**src/rtl/display_pkg.sv**
```systemverilog
// Shared constants for the multiplexed 7-segment display path: active-high
// gfedcba patterns, the all-off pattern and a width helper.
package display_pkg;

  localparam logic [6:0] SEG_0    = 7'h3F;
  localparam logic [6:0] SEG_1    = 7'h06;
  localparam logic [6:0] SEG_2    = 7'h5B;
  localparam logic [6:0] SEG_3    = 7'h4F;
  localparam logic [6:0] SEG_4    = 7'h66;
  localparam logic [6:0] SEG_5    = 7'h6D;
  localparam logic [6:0] SEG_6    = 7'h7D;
  localparam logic [6:0] SEG_7    = 7'h07;
  localparam logic [6:0] SEG_8    = 7'h7F;
  localparam logic [6:0] SEG_9    = 7'h6F;
  localparam logic [6:0] SEG_DASH = 7'h40;
  localparam logic [6:0] SEG_OFF  = 7'h00;

  // Ceiling log2; returns 0 for values of 0 or 1.
  function automatic int clog2(input int value);
    int r;
    int v;
    r = 0;
    v = value - 1;
    while (v > 0) begin
      r = r + 1;
      v = v >> 1;
    end
    return r;
  endfunction

endpackage

```
**src/rtl/bcd_to_seg7.sv**
```systemverilog
// Combinational BCD to 7-segment decoder, active-high {g,f,e,d,c,b,a}.
// Codes A-F are not decimal digits and render as a dash.
module bcd_to_seg7
  import display_pkg::*;
(
  input  logic [3:0] code,
  output logic [6:0] seg
);

  always_comb begin
    seg = SEG_DASH;
    case (code)
      4'd0:    seg = SEG_0;
      4'd1:    seg = SEG_1;
      4'd2:    seg = SEG_2;
      4'd3:    seg = SEG_3;
      4'd4:    seg = SEG_4;
      4'd5:    seg = SEG_5;
      4'd6:    seg = SEG_6;
      4'd7:    seg = SEG_7;
      4'd8:    seg = SEG_8;
      4'd9:    seg = SEG_9;
      default: seg = SEG_DASH;
    endcase
  end

endmodule

```
**src/rtl/bcd_display_scan.sv**
```systemverilog
// Time-multiplexed scan of DIGITS BCD values onto one shared segment bus,
// with ghost blanking, leading-zero suppression, decimal points and frame pulse.
module bcd_display_scan
  import display_pkg::*;
#(
  parameter int DIGITS       = 4,
  parameter int PRESCALE     = 50000,
  parameter int BLANK_CYCLES = 1000,
  parameter int COMMON_ANODE = 1
) (
  input  logic                  clk,
  input  logic                  rst_n,
  input  logic [4*DIGITS-1:0]   digits,
  input  logic [DIGITS-1:0]     dp_mask,
  input  logic                  lz_blank,
  input  logic                  enable,
  output logic [6:0]            seg,
  output logic                  dp,
  output logic [DIGITS-1:0]     an,
  output logic                  frame
);

  localparam int CNT_W = (clog2(PRESCALE) < 1) ? 1 : clog2(PRESCALE);
  localparam int IDX_W = (clog2(DIGITS) < 1) ? 1 : clog2(DIGITS);

  localparam logic [CNT_W-1:0] CNT_LAST  = CNT_W'(PRESCALE - 1);
  localparam logic [CNT_W-1:0] BLANK_END = CNT_W'(BLANK_CYCLES);
  localparam logic [IDX_W-1:0] IDX_LAST  = IDX_W'(DIGITS - 1);

  // Pin polarity: for common-anode boards every output is inverted, so the
  // "inactive" level at the pins is all ones.
  localparam logic POL = (COMMON_ANODE != 0);

  logic [CNT_W-1:0]    cnt_q, cnt_d;
  logic [IDX_W-1:0]    idx_q, idx_d;
  logic [4*DIGITS-1:0] sh_digits_q, sh_digits_d;
  logic [DIGITS-1:0]   sh_dp_q, sh_dp_d;
  logic                sh_lz_q, sh_lz_d;
  logic [6:0]          seg_q, seg_d;
  logic                dp_q, dp_d;
  logic [DIGITS-1:0]   an_q, an_d;
  logic                frame_q, frame_d;

  logic                slot_start;
  logic                active;
  logic [DIGITS-1:0]   zero_above;
  logic [3:0]          sel_code;
  logic                sel_dp;
  logic                sel_hide;
  logic [6:0]          dec_seg;
  logic [6:0]          seg_raw;
  logic [DIGITS-1:0]   an_raw;
  logic                dp_raw;

  // zero_above[i] is set when digit i and every more-significant digit are 0;
  // invalid codes are non-zero, so they stop suppression.
  always_comb begin
    logic run;
    run        = 1'b1;
    zero_above = '0;
    for (int i = DIGITS - 1; i >= 0; i--) begin
      run           = run && (sh_digits_q[4*i +: 4] == 4'd0);
      zero_above[i] = run;
    end
  end

  always_comb begin
    sel_code = 4'd0;
    sel_dp   = 1'b0;
    sel_hide = 1'b0;
    for (int i = 0; i < DIGITS; i++) begin
      if (idx_q == IDX_W'(i)) begin
        sel_code = sh_digits_q[4*i +: 4];
        sel_dp   = sh_dp_q[i];
        sel_hide = sh_lz_q && (i > 0) && zero_above[i];
      end
    end
  end

  bcd_to_seg7 u_dec (
    .code (sel_code),
    .seg  (dec_seg)
  );

  always_comb begin
    slot_start  = (cnt_q == '0) && (idx_q == '0);
    active      = enable && (cnt_q >= BLANK_END);

    cnt_d       = cnt_q;
    idx_d       = idx_q;
    sh_digits_d = sh_digits_q;
    sh_dp_d     = sh_dp_q;
    sh_lz_d     = sh_lz_q;

    // Shadows only change at the top of a frame, so mid-frame input edits
    // never tear the displayed value.
    if (slot_start) begin
      sh_digits_d = digits;
      sh_dp_d     = dp_mask;
      sh_lz_d     = lz_blank;
    end

    if (enable) begin
      if (cnt_q == CNT_LAST) begin
        cnt_d = '0;
        idx_d = (idx_q == IDX_LAST) ? '0 : idx_q + 1'b1;
      end else begin
        cnt_d = cnt_q + 1'b1;
      end
    end

    an_raw  = '0;
    seg_raw = SEG_OFF;
    dp_raw  = 1'b0;
    if (active) begin
      an_raw  = DIGITS'(1) << idx_q;
      seg_raw = sel_hide ? SEG_OFF : dec_seg;
      dp_raw  = sel_dp;
    end

    an_d    = an_raw ^ {DIGITS{POL}};
    seg_d   = seg_raw ^ {7{POL}};
    dp_d    = dp_raw ^ POL;
    frame_d = enable && slot_start;
  end

  always_ff @(posedge clk) begin
    if (!rst_n) begin
      cnt_q       <= '0;
      idx_q       <= '0;
      sh_digits_q <= '0;
      sh_dp_q     <= '0;
      sh_lz_q     <= 1'b0;
      seg_q       <= {7{POL}};
      dp_q        <= POL;
      an_q        <= {DIGITS{POL}};
      frame_q     <= 1'b0;
    end else begin
      cnt_q       <= cnt_d;
      idx_q       <= idx_d;
      sh_digits_q <= sh_digits_d;
      sh_dp_q     <= sh_dp_d;
      sh_lz_q     <= sh_lz_d;
      seg_q       <= seg_d;
      dp_q        <= dp_d;
      an_q        <= an_d;
      frame_q     <= frame_d;
    end
  end

  assign seg   = seg_q;
  assign dp    = dp_q;
  assign an    = an_q;
  assign frame = frame_q;

endmodule

```
**config.mk**
```make
export PLATFORM = sky130hd
export DESIGN_NAME = bcd_display_scan
export DESIGN_NICKNAME = d
export VERILOG_FILES = /design/src/rtl/display_pkg.sv /design/src/rtl/bcd_to_seg7.sv /design/src/rtl/bcd_display_scan.sv
export SDC_FILE = /design/constraint.sdc
export NUM_CORES = 1
export LEC_CHECK = 0
export ABC_AREA = 1
export BUFFER_PORTS_ARGS = -buffer_cell sky130_fd_sc_hd__buf_2
export CAP_MARGIN = 20
export CORE_ASPECT_RATIO = 0.75
export CORE_MARGIN = 1
export CORE_UTILIZATION = 60
export CTS_BUF_LIST = sky130_fd_sc_hd__clkbuf_8
export CTS_CLUSTER_DIAMETER = 40
export DETAILED_ROUTE_END_ITERATION = 10
export GPL_ROUTABILITY_DRIVEN = 1
export HOLD_SLACK_MARGIN = 0.15
export PLACE_DENSITY = 0.89
export SYNTH_ARGS = -nofsm -noshare
export SYNTH_HDL_FRONTEND = slang
export SYNTH_HIERARCHICAL = 1
export SYNTH_SLANG_ARGS = --single-unit
```
**constraint.sdc**
```tcl
create_clock -name clk -period 2.7 [get_ports clk]
set_input_delay 0.27 -clock clk [delete_from_list [all_inputs] [get_ports clk]]
set_output_delay 0.27 -clock clk [all_outputs]
set_load 0.02 [all_outputs]
```
==> flow_metrics.env <==
export IMPL_drt_first_pass_iters=5
export IMPL_dp_slack_ns=0.373
export IMPL_rsz0062_at_grt="false"
export IMPL_grt_pass1_vias=2108
export IMPL_drt_iter0_drc=151
export IMPL_wl_per_cell_um=11.8
export IMPL_insertedDiodeCount=0
export IMPL_nNetsFinal=489
export IMPL_status="complete, no violations"
export IMPL_worstSkewPairLatency_ns=0.31
export IMPL_ant_nets=0
export IMPL_post_synth_num_cell_types=28
export IMPL_tns_ns=0
export IMPL_via_per_inst=5.27
export IMPL_die_w_um=82.1
export IMPL_clockBufferDepth=2
export IMPL_slew_headroom_pct=66.2
export IMPL_post_cts_repair_setup_buffers=0
export IMPL_place_gp_congestion=0.912
export IMPL_grt_usage_pct=25.1
export IMPL_crit_type="reg2reg"
export IMPL_synth_xor_area_share_pct=0
export IMPL_synth_top_family_by_area="simple AND/OR/NAND/NOR gates"
export IMPL_synth_compound_area_share_pct=9.01
export IMPL_min_period_over_period_pct=87.6
export IMPL_cap_violations=0
export IMPL_arrival_ns=2.57
export IMPL_row_count=21
export IMPL_io_buffers=36
export IMPL_slew_violations=0
export IMPL_numCtsBuffers=5
export IMPL_min_period_ns=2.36
export IMPL_dr_total_vias=2689
export IMPL_crit_path_start_kind="flop"
export IMPL_multiInputGateArea_mm2=0.00158
export IMPL_hold_viol_final=0
export IMPL_layout_commonest_cell="nand2_1"
export IMPL_worst_setup_path_end_kind="flop"
export IMPL_fin_cells=510
export IMPL_antenna_found_initial=0
export IMPL_area_growth_synth_to_final_pct=10.1
export IMPL_post_dp_hpwl_um=4400
export IMPL_totalWireLength_um=6020
export IMPL_numClockSinks=52
export IMPL_core_mm2=0.00455
export IMPL_power_density_mw_per_mm2=535
export IMPL_drive_gt1_share_pct=13.5
export IMPL_ys_seq_area_share_pct=36.0
export IMPL_grt_pass1_wl_um=9570
export IMPL_tritoncts="built"
export IMPL_regArea_mm2=0.00104
export IMPL_initial_core_util_pct=63.6
export IMPL_finalWorstSetupSlack_ns=0.336
export IMPL_overflow=0
export IMPL_fin_skew_ns=0.00782
export IMPL_final_cell_mix="nand2_1 (111), nor2_1 (72), dfxtp_1 (52), inv_1 (42), a21oi_1 (38)"
export IMPL_max_clock_freq_mhz=423
export IMPL_fill_cells=377
export IMPL_irDropWorstVdd_mv=0.412
export IMPL_avgSynthCellArea_um2=6.83
export IMPL_drcViolationCount=0
export IMPL_path_clk_slew_ns=0.09
export IMPL_hold_class="in2reg"
export IMPL_synth_mux_area_share_pct=0
export IMPL_die_area_mm2=0.00510
export IMPL_synthAdderAreaFrac_pct=5.20
export IMPL_yosysWarnings=6
export IMPL_synth_simple_gate_area_share_pct=40.6
export IMPL_grt_max_degree=45
export IMPL_cts_hold_fix_buffers=0
export IMPL_cts_resized=0
export IMPL_finalSetupViolations=0
export IMPL_worst_slew_pin_slew_ns=0.507
export IMPL_syn_num_nets=459
export IMPL_h_tree_depth=2
export IMPL_boundaryPins=37
export IMPL_synthCells=423
export IMPL_root_buffer="clkbuf_8"
export IMPL_syn_area_mm2=0.00289
export IMPL_placed_cells=503
export IMPL_fp_dieH_um=62.1
export IMPL_p_leak_uw=0.00149
export IMPL_ys_seq_elements=52
export IMPL_critPathRequiredTime_ns=2.91
export IMPL_crit_fanout=7
[power by group]
group / total (uW) / switching (uW) / internal (uW)
Clock: 624 / 259 / 365
Sequential: 836 / 28.9 / 807
Combinational: 242 / 147 / 95.3
[final timing paths]
check                       from  cells past startpoint               to  slack (ns)
hold / removal        digits[14]                      4  sh_digits_q[14]        0.26
setup / recovery        idx_q[0]                     14           seg[3]        0.34
setup reg to reg        idx_q[0]                     14           seg[3]        0.34
hold reg to reg   sh_digits_q[1]                      2   sh_digits_q[1]        0.49
[kinds of logic (layout without fill, tap and decap cells)]
kind of cell	after synthesis	count (layout)
AOI/OAI and AO/OA	49	49
adders and majority gates	12	12
buffers and inverters	59	89
DFF	52	52
and+or+nand+nor	251	251
[flip-flops by register name, summed over array words and instances (netlist names), 2 cells and up]
signal       count
sh_digits_q     16
idx_q            2
seg              7
cnt_q           16
sh_dp_q          4
an               4
[through the flow]
stage | hold WS, ns | cell area (um^2) | utilization, % | power (uW)
final | 0.263 | 3180 | 70.0 | 1700
after global routing | 0.260 | 3180 | 70.0 | 1780
after CTS | 0.256 | 3180 | 70.0 | 1710
after detailed placement | 0.475 | 3050 | 67.1 | 1090
after global placement | 0.464 | 3050 | 67.1 | 1080
after floorplan | 0.451 | 2890 | - | 1050
[final cells by class]
type,instances,area share (%)
Inverter,45,5.31
Sequential cell,52,32.7
Tap cell,57,2.24
Clock inverter,2,1.89
Timing Repair Buffer,37,5.90
Multi-Input combinational cell,312,49.8
Clock buffer,5,2.16
[critical path: stages (launching register included)]
cell      delay [ns]
dfxtp_1         0.38
inv_1           0.10
ha_1            0.30
inv_1           0.17
o211ai_1        0.12
a21oi_1         0.28
inv_1           0.17
ha_1            0.30
nand2_1         0.06
nand2_1         0.08
nand2_1         0.05
nand2_1         0.06
inv_1           0.04
nor2_1          0.10
nand2_1         0.05
[synth_stat cells]
cell type / number / area, um^2
nor3b_1: 3 / 22.5
nand3b_1: 21 / 158
nor2_2: 3 / 18.8
nand2_2: 3 / 18.8
o21ai_1: 1 / 5.00
nand4_1: 7 / 43.8
nor2_8: 1 / 20.0
inv_1: 42 / 158
nor3_1: 6 / 30.0
dfxtp_1: 52 / 1040
nor2_1: 72 / 270
ha_1: 12 / 150
nand4_2: 1 / 12.5
clkbuf_1: 2 / 7.51
nand2_1: 111 / 417
buf_1: 2 / 7.51
inv_2: 3 / 11.3
nand3_1: 15 / 75.1
buf_2: 5 / 25.0
nor4_1: 2 / 12.5
nand3_4: 1 / 17.5
a22oi_1: 1 / 7.51
buf_6: 5 / 56.3
a21oi_1: 38 / 190
o211ai_1: 4 / 30.0
nor2_4: 5 / 56.3
o21ai_0: 4 / 20.0
o31ai_1: 1 / 7.51
[layer usage]
| metal | vias to the layer above | GRT usage (%) | wire length [um] |
|---|---|---|---|
| met2 | 94 | 37.4 | 2560 |
| met4 | 0 | 8.52 | 62 |
| li1 | 1401 | - | - |
| met5 | - | 0 | 0 |
| met3 | 8 | 5.11 | 326 |
| met1 | 1186 | 36.2 | 3070 |
Power figures use the tool's default switching activity.
